==> src/rtl/lzss_pkg.sv <==
`default_nettype none
// ============================================================================
// Module   : lzss_pkg
// Brief    : Shared sizing helpers, FSM states and token builders for the
//            LZSS stream encoder.
// Revision : 1.0 - initial release
// ============================================================================
package lzss_pkg;

   localparam int MIN_MATCH = 2;

   typedef logic [1:0] state_t;

   localparam state_t ST_RUN     = 2'd0;
   localparam state_t ST_RESTART = 2'd1;
   localparam state_t ST_FLUSH   = 2'd2;

   function automatic int off_bits(input int window);
      return $clog2(window);
   endfunction

   function automatic int pay_w(input int word, input int offb, input int lenb);
      return (word > offb + lenb) ? word : offb + lenb;
   endfunction

   function automatic int tok_w(input int payw);
      return payw + 1;
   endfunction

   // Flag bit is zero because only the byte bits are ever populated.
   function automatic logic [63:0] lit_token(input logic [63:0] b);
      return b;
   endfunction

   function automatic logic [63:0] ref_token(input int payw, input int lenb,
                                             input logic [31:0] off,
                                             input logic [31:0] len);
      return (64'd1 << payw) | (64'(off) << lenb) | 64'(len);
   endfunction

endpackage
`default_nettype wire

==> src/rtl/lzss_match_window.sv <==
`default_nettype none
// ============================================================================
// Module   : lzss_match_window
// Brief    : History shift register with per-entry valid, byte compare vector
//            and lowest-index priority encoder.
// Revision : 1.0 - initial release
// ============================================================================
module lzss_match_window #(
   parameter int WORD_SIZE   = 8,
   parameter int WINDOW_SIZE = 32,
   parameter int OFF_BITS    = 5
)(
   input  logic                   clk,
   input  logic                   rst_n,
   input  logic                   shift_en,
   input  logic                   clear,
   input  logic [WORD_SIZE-1:0]   byte_in,
   output logic [WINDOW_SIZE-1:0] hit,
   input  logic [WINDOW_SIZE-1:0] prio_vec,
   output logic [OFF_BITS-1:0]    prio_idx,
   output logic                   prio_any
);

   logic [WORD_SIZE-1:0]   r_hist [WINDOW_SIZE];
   logic [WINDOW_SIZE-1:0] r_hvalid;

   always_ff @(posedge clk) begin
      if (!rst_n) begin
         r_hvalid <= '0;
         for (int i = 0; i < WINDOW_SIZE; i++) begin
            r_hist[i] <= '0;
         end
      end else begin
         if (shift_en) begin
            r_hist[0] <= byte_in;
            for (int i = 1; i < WINDOW_SIZE; i++) begin
               r_hist[i] <= r_hist[i-1];
            end
            r_hvalid <= {r_hvalid[WINDOW_SIZE-2:0], 1'b1};
         end
         // Frame end wins over a same-cycle shift so no match spans frames.
         if (clear) begin
            r_hvalid <= '0;
         end
      end
   end

   generate
      for (genvar gi = 0; gi < WINDOW_SIZE; gi++) begin : g_hit
         assign hit[gi] = r_hvalid[gi] && (r_hist[gi] == byte_in);
      end
   endgenerate

   always_comb begin
      prio_idx = '0;
      prio_any = 1'b0;
      for (int i = WINDOW_SIZE - 1; i >= 0; i--) begin
         if (prio_vec[i]) begin
            prio_idx = OFF_BITS'(i);
            prio_any = 1'b1;
         end
      end
   end

endmodule
`default_nettype wire

==> src/rtl/lzss_stream_encoder.sv <==
`default_nettype none
// ============================================================================
// Module   : lzss_stream_encoder
// Brief    : Streaming greedy LZSS compressor with valid/ready on both sides
//            and frame-delimited history.
// Revision : 1.0 - initial release
// ============================================================================
module lzss_stream_encoder
   import lzss_pkg::*;
#(
   parameter int    WORD_SIZE   = 8,
   parameter int    WINDOW_SIZE = 32,
   parameter int    LEN_BITS    = 4,
   localparam int   OFF_BITS    = off_bits(WINDOW_SIZE),
   localparam int   PAY_W       = pay_w(WORD_SIZE, OFF_BITS, LEN_BITS),
   localparam int   TOK_W       = tok_w(PAY_W)
)(
   input  logic                 clk,
   input  logic                 rst_n,
   input  logic                 s_valid,
   output logic                 s_ready,
   input  logic [WORD_SIZE-1:0] s_data,
   input  logic                 s_last,
   output logic                 m_valid,
   input  logic                 m_ready,
   output logic [TOK_W-1:0]     m_data,
   output logic                 m_last
);

   localparam logic [LEN_BITS-1:0] LEN_MAX = '1;
   localparam logic [LEN_BITS-1:0] LEN_ONE = LEN_BITS'(1);

   state_t                 r_state;
   logic [LEN_BITS-1:0]    r_len;
   logic [WINDOW_SIZE-1:0] r_cand;
   logic [WORD_SIZE-1:0]   r_first;
   logic [WORD_SIZE-1:0]   r_hold;
   logic                   r_hold_last;
   logic                   r_m_valid;
   logic [TOK_W-1:0]       r_m_data;
   logic                   r_m_last;

   logic                   w_out_free;
   logic                   w_accept;
   logic [WORD_SIZE-1:0]   w_byte;
   logic [WINDOW_SIZE-1:0] w_hit;
   logic                   w_any_hit;
   logic [WINDOW_SIZE-1:0] w_cont;
   logic                   w_extend;
   logic [OFF_BITS-1:0]    w_prio_idx;
   logic                   w_prio_any;
   logic [TOK_W-1:0]       w_lit_tok;
   logic [TOK_W-1:0]       w_close_tok;

   state_t                 w_nxt_state;
   logic [LEN_BITS-1:0]    w_nxt_len;
   logic [WINDOW_SIZE-1:0] w_nxt_cand;
   logic [WORD_SIZE-1:0]   w_nxt_first;
   logic [WORD_SIZE-1:0]   w_nxt_hold;
   logic                   w_nxt_hold_last;
   logic                   w_emit;
   logic [TOK_W-1:0]       w_emit_tok;
   logic                   w_emit_last;
   logic                   w_shift;
   logic                   w_clear;

   assign w_out_free = !r_m_valid || m_ready;
   assign s_ready    = rst_n && (r_state == ST_RUN) && w_out_free;
   assign w_accept   = s_valid && s_ready;

   // RESTART replays the terminating byte against the unshifted history.
   assign w_byte     = (r_state == ST_RESTART) ? r_hold : s_data;
   assign w_any_hit  = |w_hit;
   assign w_cont     = r_cand & w_hit;
   assign w_extend   = (|w_cont) && (r_len != LEN_MAX);

   assign w_lit_tok   = TOK_W'(lit_token(64'(w_byte)));
   assign w_close_tok = ((32'(r_len) >= MIN_MATCH) && w_prio_any)
                      ? TOK_W'(ref_token(PAY_W, LEN_BITS, 32'(w_prio_idx), 32'(r_len)))
                      : TOK_W'(lit_token(64'(r_first)));

   lzss_match_window #(
      .WORD_SIZE   (WORD_SIZE),
      .WINDOW_SIZE (WINDOW_SIZE),
      .OFF_BITS    (OFF_BITS)
   ) u_window (
      .clk      (clk),
      .rst_n    (rst_n),
      .shift_en (w_shift),
      .clear    (w_clear),
      .byte_in  (w_byte),
      .hit      (w_hit),
      .prio_vec (r_cand),
      .prio_idx (w_prio_idx),
      .prio_any (w_prio_any)
   );

   always_comb begin
      w_nxt_state     = r_state;
      w_nxt_len       = r_len;
      w_nxt_cand      = r_cand;
      w_nxt_first     = r_first;
      w_nxt_hold      = r_hold;
      w_nxt_hold_last = r_hold_last;
      w_emit          = 1'b0;
      w_emit_tok      = w_lit_tok;
      w_emit_last     = 1'b0;
      w_shift         = 1'b0;
      w_clear         = 1'b0;

      case (r_state)
         ST_RUN: begin
            if (w_accept) begin
               if (r_len == '0) begin
                  w_shift = 1'b1;
                  if (w_any_hit) begin
                     w_nxt_cand  = w_hit;
                     w_nxt_len   = LEN_ONE;
                     w_nxt_first = s_data;
                     if (s_last) begin
                        w_nxt_state = ST_FLUSH;
                     end
                  end else begin
                     w_emit      = 1'b1;
                     w_emit_last = s_last;
                     w_clear     = s_last;
                  end
               end else if (w_extend) begin
                  w_nxt_cand = w_cont;
                  w_nxt_len  = r_len + LEN_ONE;
                  w_shift    = 1'b1;
                  if (s_last) begin
                     w_nxt_state = ST_FLUSH;
                  end
               end else begin
                  w_emit          = 1'b1;
                  w_emit_tok      = w_close_tok;
                  w_nxt_hold      = s_data;
                  w_nxt_hold_last = s_last;
                  w_nxt_len       = '0;
                  w_nxt_cand      = '0;
                  w_nxt_state     = ST_RESTART;
               end
            end
         end
         ST_RESTART: begin
            if (w_out_free) begin
               w_shift = 1'b1;
               if (w_any_hit) begin
                  w_nxt_cand  = w_hit;
                  w_nxt_len   = LEN_ONE;
                  w_nxt_first = r_hold;
                  w_nxt_state = r_hold_last ? ST_FLUSH : ST_RUN;
               end else begin
                  w_emit      = 1'b1;
                  w_emit_last = r_hold_last;
                  w_clear     = r_hold_last;
                  w_nxt_state = ST_RUN;
               end
            end
         end
         ST_FLUSH: begin
            if (w_out_free) begin
               w_emit      = 1'b1;
               w_emit_tok  = w_close_tok;
               w_emit_last = 1'b1;
               w_clear     = 1'b1;
               w_nxt_state = ST_RUN;
            end
         end
         default: begin
            w_nxt_state = ST_RUN;
         end
      endcase

      if (w_clear) begin
         w_nxt_len  = '0;
         w_nxt_cand = '0;
      end
   end

   always_ff @(posedge clk) begin
      if (!rst_n) begin
         r_state     <= ST_RUN;
         r_len       <= '0;
         r_cand      <= '0;
         r_first     <= '0;
         r_hold      <= '0;
         r_hold_last <= 1'b0;
         r_m_valid   <= 1'b0;
         r_m_data    <= '0;
         r_m_last    <= 1'b0;
      end else begin
         r_state     <= w_nxt_state;
         r_len       <= w_nxt_len;
         r_cand      <= w_nxt_cand;
         r_first     <= w_nxt_first;
         r_hold      <= w_nxt_hold;
         r_hold_last <= w_nxt_hold_last;
         // Emission only happens with a free slot, so a stalled token holds.
         if (w_emit) begin
            r_m_valid <= 1'b1;
            r_m_data  <= w_emit_tok;
            r_m_last  <= w_emit_last;
         end else if (m_ready) begin
            r_m_valid <= 1'b0;
         end
      end
   end

   assign m_valid = r_m_valid;
   assign m_data  = r_m_data;
   assign m_last  = r_m_last;

endmodule
`default_nettype wire

==> config.mk <==
export PLATFORM = sky130hd
export DESIGN_NAME = lzss_stream_encoder
export DESIGN_NICKNAME = d
export VERILOG_FILES = /design/src/rtl/lzss_pkg.sv /design/src/rtl/lzss_match_window.sv /design/src/rtl/lzss_stream_encoder.sv
export SDC_FILE = /design/constraint.sdc
export NUM_CORES = 1
export LEC_CHECK = 0
export ABC_AREA = 1
export BUFFER_PORTS_ARGS = -buffer_cell sky130_fd_sc_hd__buf_2
export CAP_MARGIN = 20
export CORE_ASPECT_RATIO = 1.75
export CORE_MARGIN = 2
export CORE_UTILIZATION = 45
export CTS_CLUSTER_DIAMETER = 120
export CTS_CLUSTER_SIZE = 25
export DETAILED_ROUTE_END_ITERATION = 6
export SYNTH_ARGS = -nofsm -noshare
export SYNTH_HDL_FRONTEND = slang
export SYNTH_SLANG_ARGS = --single-unit
==> constraint.sdc <==
create_clock -name clk -period 10.9 [get_ports clk]
set_clock_uncertainty 0.05 [all_clocks]
set_input_delay 1.09 -clock clk [delete_from_list [all_inputs] [get_ports clk]]
set_output_delay 1.09 -clock clk [all_outputs]
set_load 0.1 [all_outputs]
==> results of run 1 <==
[final cells by class]
class | count | area [µm²] | share of cell area
clock buffer | 31 | 520 | 0.0257
clock inverter | 1 | 20.0 | 0.000988
inverter | 393 | 1480 | 0.0729
multi-input combinational | 1500 | 7580 | 0.374
sequential | 355 | 9670 | 0.477
tap | 561 | 702 | 0.0346
timing repair buffer | 45 | 303 | 0.0149
[power by group through the flow]
stage / clock network (mW) / registers (mW) / logic [mW]
finish: 0.790 / 1.66 / 0.601
global placement: 0 / 1.69 / 0.585
global route: 0.848 / 1.67 / 0.662
floorplan: 0 / 1.71 / 0.413
CTS: 0.802 / 1.66 / 0.598
detailed placement: 0 / 1.69 / 0.596
[worst min-delay path, cell delays in order, from the launching register on]
cell and delay [ns]:
sky130_fd_sc_hd__dfxtp_1 0.31, sky130_fd_sc_hd__inv_1 0.05, sky130_fd_sc_hd__a21oi_1 0.05
[path summary, 6_finish.rpt]
path | endpoint | start | slack, ns
worst min-delay path | r_first[5] | r_first[5] | 0.40
worst max-delay path | u_window.r_hist[0][13] | r_state[0] | 4.08
worst min register to register | r_first[5] | r_first[5] | 0.40
worst max register to register | u_window.r_hist[0][13] | r_state[0] | 4.08
[registers in the layout (all words and copies together) (netlist names)]
name	count
r_state	2
m_data	10
r_hold	8
r_len	4
r_hold_last	1
r_cand	32
r_first	8
m_last	1
u_window.r_hvalid	32
u_window.r_hist	256
m_valid	1
[placed cells by master (no fill, tap or decap), types with 10 or more instances in the layout]
cell / count
sky130_fd_sc_hd__nand4_1: 44
sky130_fd_sc_hd__dfxtp_1: 99
sky130_fd_sc_hd__nor3b_1: 13
sky130_fd_sc_hd__nand3_1: 81
sky130_fd_sc_hd__xnor2_1: 35
sky130_fd_sc_hd__nor4_1: 42
sky130_fd_sc_hd__clkbuf_1: 12
sky130_fd_sc_hd__nand3b_1: 10
sky130_fd_sc_hd__buf_2: 24
sky130_fd_sc_hd__xor2_1: 80
sky130_fd_sc_hd__nor2_1: 314
sky130_fd_sc_hd__inv_1: 383
sky130_fd_sc_hd__o311ai_0: 20
sky130_fd_sc_hd__edfxtp_1: 256
sky130_fd_sc_hd__o22ai_1: 25
sky130_fd_sc_hd__o211ai_1: 12
sky130_fd_sc_hd__or2_2: 23
sky130_fd_sc_hd__nand2_1: 463
sky130_fd_sc_hd__clkbuf_16: 19
sky130_fd_sc_hd__nor3_1: 36
sky130_fd_sc_hd__a21oi_1: 106
sky130_fd_sc_hd__o21ai_0: 114
sky130_fd_sc_hd__buf_4: 19
[routing by layer]
layer / up-vias / routed length [µm] / global-route usage
met5: - / 0 / 0
met4: 0 / 3390 / 0.138
met3: 162 / 2910 / 0.0307
met2: 569 / 28700 / 0.452
met1: 7517 / 20700 / 0.273
li1: 7590 / - / -
[cells by family (layout without fill, tap and decap cells)]
kind of cell | after synthesis | count (layout) | share of synthesized area
and+or+nand+nor | 1058 | 1058 | 0.238
buffers and inverters | 508 | 470 | 0.109
DFF | 355 | 355 | 0.501
AOI/OAI and AO/OA | 324 | 324 | 0.0979
xor gates and xnor gates | 115 | 115 | 0.0522
adders and majority gates | 3 | 3 | 0.00195
==> run_results.csv, run 1 <==
group,metric,value,unit
place,place_area,19700,µm²
yosys,post-synth-top-count-cell,"sky130_fd_sc_hd__nand2_1",
drt,detail-route-antenna-nets,0,
timing,max_freq,147,MHz
final_layout,insertedDiodeCount,0,
final_layout,final_core_util,0.478,
worst_setup_path,critical_path.endpoint_type,"flip-flop",
power,design_power_total,3.05,mW
place,detailedPlacementHpwl,36.4,mm
power,worst_ir_drop_vdd,156,µV
clock_network,root_buffer,"sky130_fd_sc_hd__clkbuf_16",
drt,detailedRoute.firstPassIterationCount,7,
clock_network,clk_pin_slew,0.10,ns
clock_network,worst_skew_pair.late_latency,0.55,ns
global_route,total_gr_overflow,0,
worst_setup_path,worstSetupPathDepth,22,
yosys,synth_area_leaders,"sky130_fd_sc_hd__edfxtp_1 40%, sky130_fd_sc_hd__dfxtp_1 10%, sky130_fd_sc_hd__nand2_1 9.0%",
yosys,yosys_warn_count,0,
place,portBuffers,25,
yosys,synth_edf_count,256,
drt,drt_wl_total,55.7,mm
yosys,post_synth_num_cell_types,55,
run,maxCapViolations,0,
power,p_leak,8.54,nW
power,power.clock.fraction,0.259,
timing,final_max_slew_viol_count,0,
worst_setup_path,cp_common_cell,"sky130_fd_sc_hd__nand2_1",
die,dieWidth,161,µm
global_route,grt.total_usage,0.246,
place,numPlacedInstances,2854,
worst_setup_path,timing_worst_setup_path_type,"reg2reg",
power,internal-power,2.08,mW
final_layout,drive_above_1_share,0.0516,
worst_setup_path,cp_cell_sequence,"inv_4 > nor2_4 > nand2_1 > nand2_2 > buf_4 > inv_2 > nand2_1 > nand4_1 > nor4_1 > nand2_1 > nand4_1 > nor2_1 > nor3b_1 > nand2_1 > nand2_2 > nand2_1 > nand2_1 > nand2_2 > buf_4 > nand2_4 > buf_4 > nor2_1",
yosys,syn_avg_cell_area,8.17,µm²
die,floorplan.die_area,44600,µm²
worst_setup_path,crit_required,11.22,ns
yosys,number_of_instances_in_the_synthesized_netlist,2363,
drt,detail_route.iter0.violations,1409,
clock_network,cts_repair_resize_count,0,
die,die_height,278,µm
yosys,post_synthesis_instance_area,19300,µm²
worst_setup_path,critPathBufInv,5,
min_path,cell_depth_of_the_worst_min_delay_path,2,
timing,maxSlewHeadroom,0.309,
power,share_comb_of_total_power,0.197,
global_route,grt_pass1_wl,86.1,mm
timing,layout_setup_ws,4.08,ns
yosys,post_synth_most_frequent_cells,"465 x sky130_fd_sc_hd__nand2_1, 383 x sky130_fd_sc_hd__inv_1, 316 x sky130_fd_sc_hd__nor2_1",
global_route,antenna_found_initial,0,
worst_setup_path,crit_path_top_delay_cell,"sky130_fd_sc_hd__nor4_1",
yosys,synth_async_sr_flop_share,0,
min_path,path_class_of_the_lowest_slack_min_delay_path,"reg2reg",
yosys,synth.yosys.seq_area_share,0.501,
die,design.portCount,26,
drt,route.detailed.vias_per_inst,5.49,
yosys,synth_fp_nets,2379,
die,rows,100,
worst_setup_path,timing.critical_path.arrival,7.14,ns
clock_network,number_of_buffers_inserted_during_clock_tree_synthesis,18,
run_status,outcome,"finished clean",
drt,routed-via-count,15800,
clock_network,num_clock_sinks,355,
die,floorplan.initialDensity,0.455,
yosys,synthDominantCellAreaShare,0.398,
die,fp.coreArea,42400,µm²
worst_setup_path,cp_top_family,"simple AND/OR/NAND/NOR gates",
power,p_sw_frac,0.318,
place,place_congestion,0.944,
timing,hold_slack,0.403,ns
power,net-switching-power,0.969,mW
yosys,synth_top_cell_by_area,"sky130_fd_sc_hd__edfxtp_1",
timing,final_total_negative_setup_slack,0,ns
clock_network,cts_max_level,1,
clock_network,hold_buffers,0,
power,share_seq_of_total_power,0.544,
final_layout,flow.area_growth_from_synthesis,5.03,%
timing,grt_setup_unrepaired,"no",
final_layout,instances_no_fill,2886,
drt,route.detailed.wl_per_inst,19.3,µm
timing,report.final.hold_viol_count,0,
power,power_per_cell_area,150,nW/µm²
worst_setup_path,worstSetupStartpointType,"flip-flop",
clock_network,clk_path_buf_depth,3,
yosys,synth_top_flop_cell,"sky130_fd_sc_hd__edfxtp_1",
final_layout,post_layout_net_count,2329,
timing,post-route-period-util,0.626,
final_layout,n_fill_cell,4020,
drt,drt_drc_violations_left,0,
timing,max_slew.worst_pin.slew,1.03,ns
place,preCtsSetupSlack,3.91,ns
timing,final.min_clock_period,6.82,ns
worst_setup_path,ff2ff_path_depth,22,
worst_setup_path,worstPathMaxFanout,88,
global_route,maximum_number_of_pins_on_one_net_before_global_route_repair,128,
timing,total_setup_violations_reported_at_the_end_of_the_flow,0,
yosys,ys_seq_elements,355,
clock_network,post-cts-setup-buffer-count,0,
worst_setup_path,cpPeakStageDelay,0.81,ns
global_route,via_count_of_the_first_global_routing_pass,15600,
clock_network,tritoncts,"built",
final_layout,postLayoutCellArea,20300,µm²
Note: power is estimated with default switching activity, not from simulation.
==> run 2, diff against run 1 <==
--- a/config.mk
+++ b/config.mk
@@ -5,7 +5,7 @@
 export SDC_FILE = /design/constraint.sdc
 export NUM_CORES = 1
 export LEC_CHECK = 0
-export ABC_AREA = 1
+export ABC_AREA = 0
 export BUFFER_PORTS_ARGS = -buffer_cell sky130_fd_sc_hd__buf_2
 export CAP_MARGIN = 20
 export CORE_ASPECT_RATIO = 1.75
==> constraint.sdc (replaced) <==
create_clock -name clk -period 5.52 [get_ports clk]
set_clock_uncertainty 0.05 [all_clocks]
set_input_delay 0.552 -clock clk [delete_from_list [all_inputs] [get_ports clk]]
set_output_delay 0.552 -clock clk [all_outputs]
set_load 0.1 [all_outputs]
==> run 2 against run 1 <==
- synthesized cell count shrank 6.2%
- via count grew 18%
- highest routed layer unchanged
- wire length grew 51%
- critical path type unchanged
- hold slack lost 0.18 ns
- flip-flop and latch count is the same
- first-iteration DRC count grew 64%
- die area grew 11%
==> run_results.csv, run 2 <==
group,metric,value,unit
timing,final_max_slew_viol_count,0,
global_route,maximum_number_of_pins_on_one_net_before_global_route_repair,86,
yosys,synth.yosys.seq_area_share,0.452,
timing,max_slew.worst_pin.slew,1.24,ns
clock_network,post-cts-setup-buffer-count,0,
clock_network,clk_path_buf_depth,3,
global_route,grt_pass1_wl,122,mm
final_layout,largest_registers,"u_window.r_hist (256), r_cand (32), u_window.r_hvalid (32)",
die,design.portCount,26,
run,maxCapViolations,0,
drt,drt_wl_total,84.0,mm
clock_network,hold_buffers,0,
final_layout,regMostFlops,"u_window.r_hist",
clock_network,tritoncts,"built",
yosys,synth_area_leaders,"sky130_fd_sc_hd__edfxtp_1 36%, sky130_fd_sc_hd__dfxtp_1 9.3%, sky130_fd_sc_hd__xor2_1 5.1%",
timing,final_total_negative_setup_slack,0,ns
final_layout,postLayoutCellArea,23100,µm²
final_layout,post_layout_net_count,2229,
yosys,synth_fp_nets,2233,
place,detailedPlacementHpwl,58.7,mm
global_route,via_count_of_the_first_global_routing_pass,18100,
timing,final.min_clock_period,5.49,ns
yosys,yosys_warn_count,0,
die,dieWidth,169,µm
clock_network,root_buffer,"sky130_fd_sc_hd__clkbuf_16",
worst_setup_path,critical_path.endpoint_type,"flip-flop",
worst_setup_path,crit_required,5.97,ns
power,power_per_cell_area,242,nW/µm²
place,numPlacedInstances,2781,
yosys,post_synthesis_instance_area,21400,µm²
drt,detail-route-antenna-nets,0,
timing,layout_setup_ws,0.0257,ns
run_status,outcome,"finished clean",
timing,post-route-period-util,0.995,
clock_network,number_of_buffers_inserted_during_clock_tree_synthesis,18,
yosys,ys_seq_elements,355,
global_route,total_gr_overflow,0,
place,place_area,22600,µm²
timing,maxSlewHeadroom,0.168,
final_layout,instances_no_fill,2813,
global_route,antenna_found_initial,1,
power,worst_ir_drop_vdd,179,µV
drt,routed-via-count,18700,
final_layout,layout_common_cells,"256 x sky130_fd_sc_hd__edfxtp_1, 152 x sky130_fd_sc_hd__nand2_1, 128 x sky130_fd_sc_hd__nor2_1",
timing,report.final.hold_viol_count,0,
power,p_leak,8.61,nW
worst_setup_path,worstPathMaxFanout,33,
drt,detail_route.iter0.violations,2316,
drt,detailedRoute.firstPassIterationCount,7,
yosys,synth_top_flop_cell,"sky130_fd_sc_hd__edfxtp_1",
final_layout,drive_above_1_share,0.0975,
timing,hold_slack,0.218,ns
clock_network,cts_repair_resize_count,0,
yosys,synth_edf_count,256,
clock_network,worst_skew_pair.late_latency,0.57,ns
clock_network,num_clock_sinks,355,
yosys,post_synth_num_cell_types,93,
final_layout,insertedDiodeCount,0,
die,die_height,292,µm
drt,route.detailed.vias_per_inst,6.64,
die,floorplan.initialDensity,0.456,
min_path,path_class_of_the_lowest_slack_min_delay_path,"in2reg",
yosys,post-synth-top-count-cell,"sky130_fd_sc_hd__edfxtp_1",
yosys,post_synth_most_frequent_cells,"256 x sky130_fd_sc_hd__edfxtp_1, 153 x sky130_fd_sc_hd__nand2_1, 128 x sky130_fd_sc_hd__nor2_1",
die,floorplan.die_area,49300,µm²
drt,route.detailed.wl_per_inst,29.9,µm
drt,drt_drc_violations_left,0,
worst_setup_path,timing.critical_path.arrival,5.94,ns
yosys,number_of_instances_in_the_synthesized_netlist,2217,
yosys,synth_async_sr_flop_share,0,
place,place_congestion,0.977,
place,preCtsSetupSlack,0.194,ns
yosys,synth_top_cell_by_area,"sky130_fd_sc_hd__edfxtp_1",
yosys,syn_avg_cell_area,9.64,µm²
timing,grt_setup_unrepaired,"no",
yosys,synthDominantCellAreaShare,0.360,
timing,max_freq,182,MHz
die,fp.coreArea,46900,µm²
worst_setup_path,timing_worst_setup_path_type,"reg2reg",
timing,total_setup_violations_reported_at_the_end_of_the_flow,0,
clock_network,clk_pin_slew,0.11,ns
worst_setup_path,worstSetupStartpointType,"flip-flop",
final_layout,flow.area_growth_from_synthesis,8.13,%
global_route,grt.total_usage,0.334,
clock_network,cts_max_level,1,
final_layout,largest_register_ffs,256,
place,portBuffers,25,
die,rows,105,
final_layout,mostFrequentLayoutCell,"sky130_fd_sc_hd__edfxtp_1",
## run 2: worst paths after layout
check / cells past startpoint / endpoint / startpoint / slack (ns)
max reg2reg: 13 / r_cand[7] / r_state[1] / 0.03
min reg2reg: 2 / m_data[0] / m_data[0] / 0.42
max: 13 / r_cand[7] / r_state[1] / 0.03
min: 3 / r_hold_last / s_last / 0.22
## run 2: cell type report
type	instances	area, µm²
Timing Repair Buffer	147	1260
Tap cell	588	736
Clock buffer	31	520
Sequential cell	355	9670
Inverter	102	384
Multi-Input combinational cell	1589	10500
Clock inverter	1	30.0
Fill cell	4345	23800
## run 2: worst max-delay path, stage by stage, from the launching register on
cell and delay (ns):
sky130_fd_sc_hd__dfxtp_1 0.36, sky130_fd_sc_hd__nand2b_4 0.38, sky130_fd_sc_hd__mux2i_4 0.90, sky130_fd_sc_hd__xnor2_1 0.28, sky130_fd_sc_hd__or4_1 0.52, sky130_fd_sc_hd__nor4_1 1.05, sky130_fd_sc_hd__buf_4 0.27, sky130_fd_sc_hd__nor4_1 0.05
sky130_fd_sc_hd__and4b_1 0.31, sky130_fd_sc_hd__nand2_4 0.19, sky130_fd_sc_hd__o211a_1 0.55, sky130_fd_sc_hd__buf_12 0.26, sky130_fd_sc_hd__nand2_1 0.07, sky130_fd_sc_hd__o21ai_1 0.13
## run 2: power breakdown
| part | leakage [nW] | internal, mW | switching (mW) |
|---|---|---|---|
| registers | 3.51 | 3.02 | 0.183 |
| clock network | 0.260 | 0.664 | 0.942 |
| logic | 4.83 | 0.281 | 0.497 |
| total | 8.61 | 3.97 | 1.62 |
## run 2: stage by stage
step / utilization / power, mW
6_report: 0.493 / 5.59
5_1_grt: 0.493 / 5.74
4_1_cts: 0.493 / 5.58
3_5_place_dp: 0.481 / 4.01
3_3_place_gp: 0.480 / 4.00
2_1_floorplan: - / 3.70
## run 2: layer usage
| layer | routed length (µm) | track usage | vias to the layer above |
|---|---|---|---|
| li1 | - | - | 8079 |
| met1 | 30100 | 0.397 | 9139 |
| met2 | 40300 | 0.555 | 1136 |
| met3 | 6550 | 0.0438 | 332 |
| met4 | 7080 | 0.238 | 0 |
| met5 | 0 | 0 | - |
## run 2: logic make-up (layout without fill, tap and decap cells)
kind of cell / count (synthesis) / in the layout / synth area share
flops: 355 / 355 / 0.452
compound gates: 506 / 506 / 0.170
mux: 14 / 14 / 0.00848
fa+ha+maj: 3 / 3 / 0.00176
simple gates: 825 / 825 / 0.209
buf+inv: 273 / 281 / 0.0594
xor+xnor: 241 / 241 / 0.0987
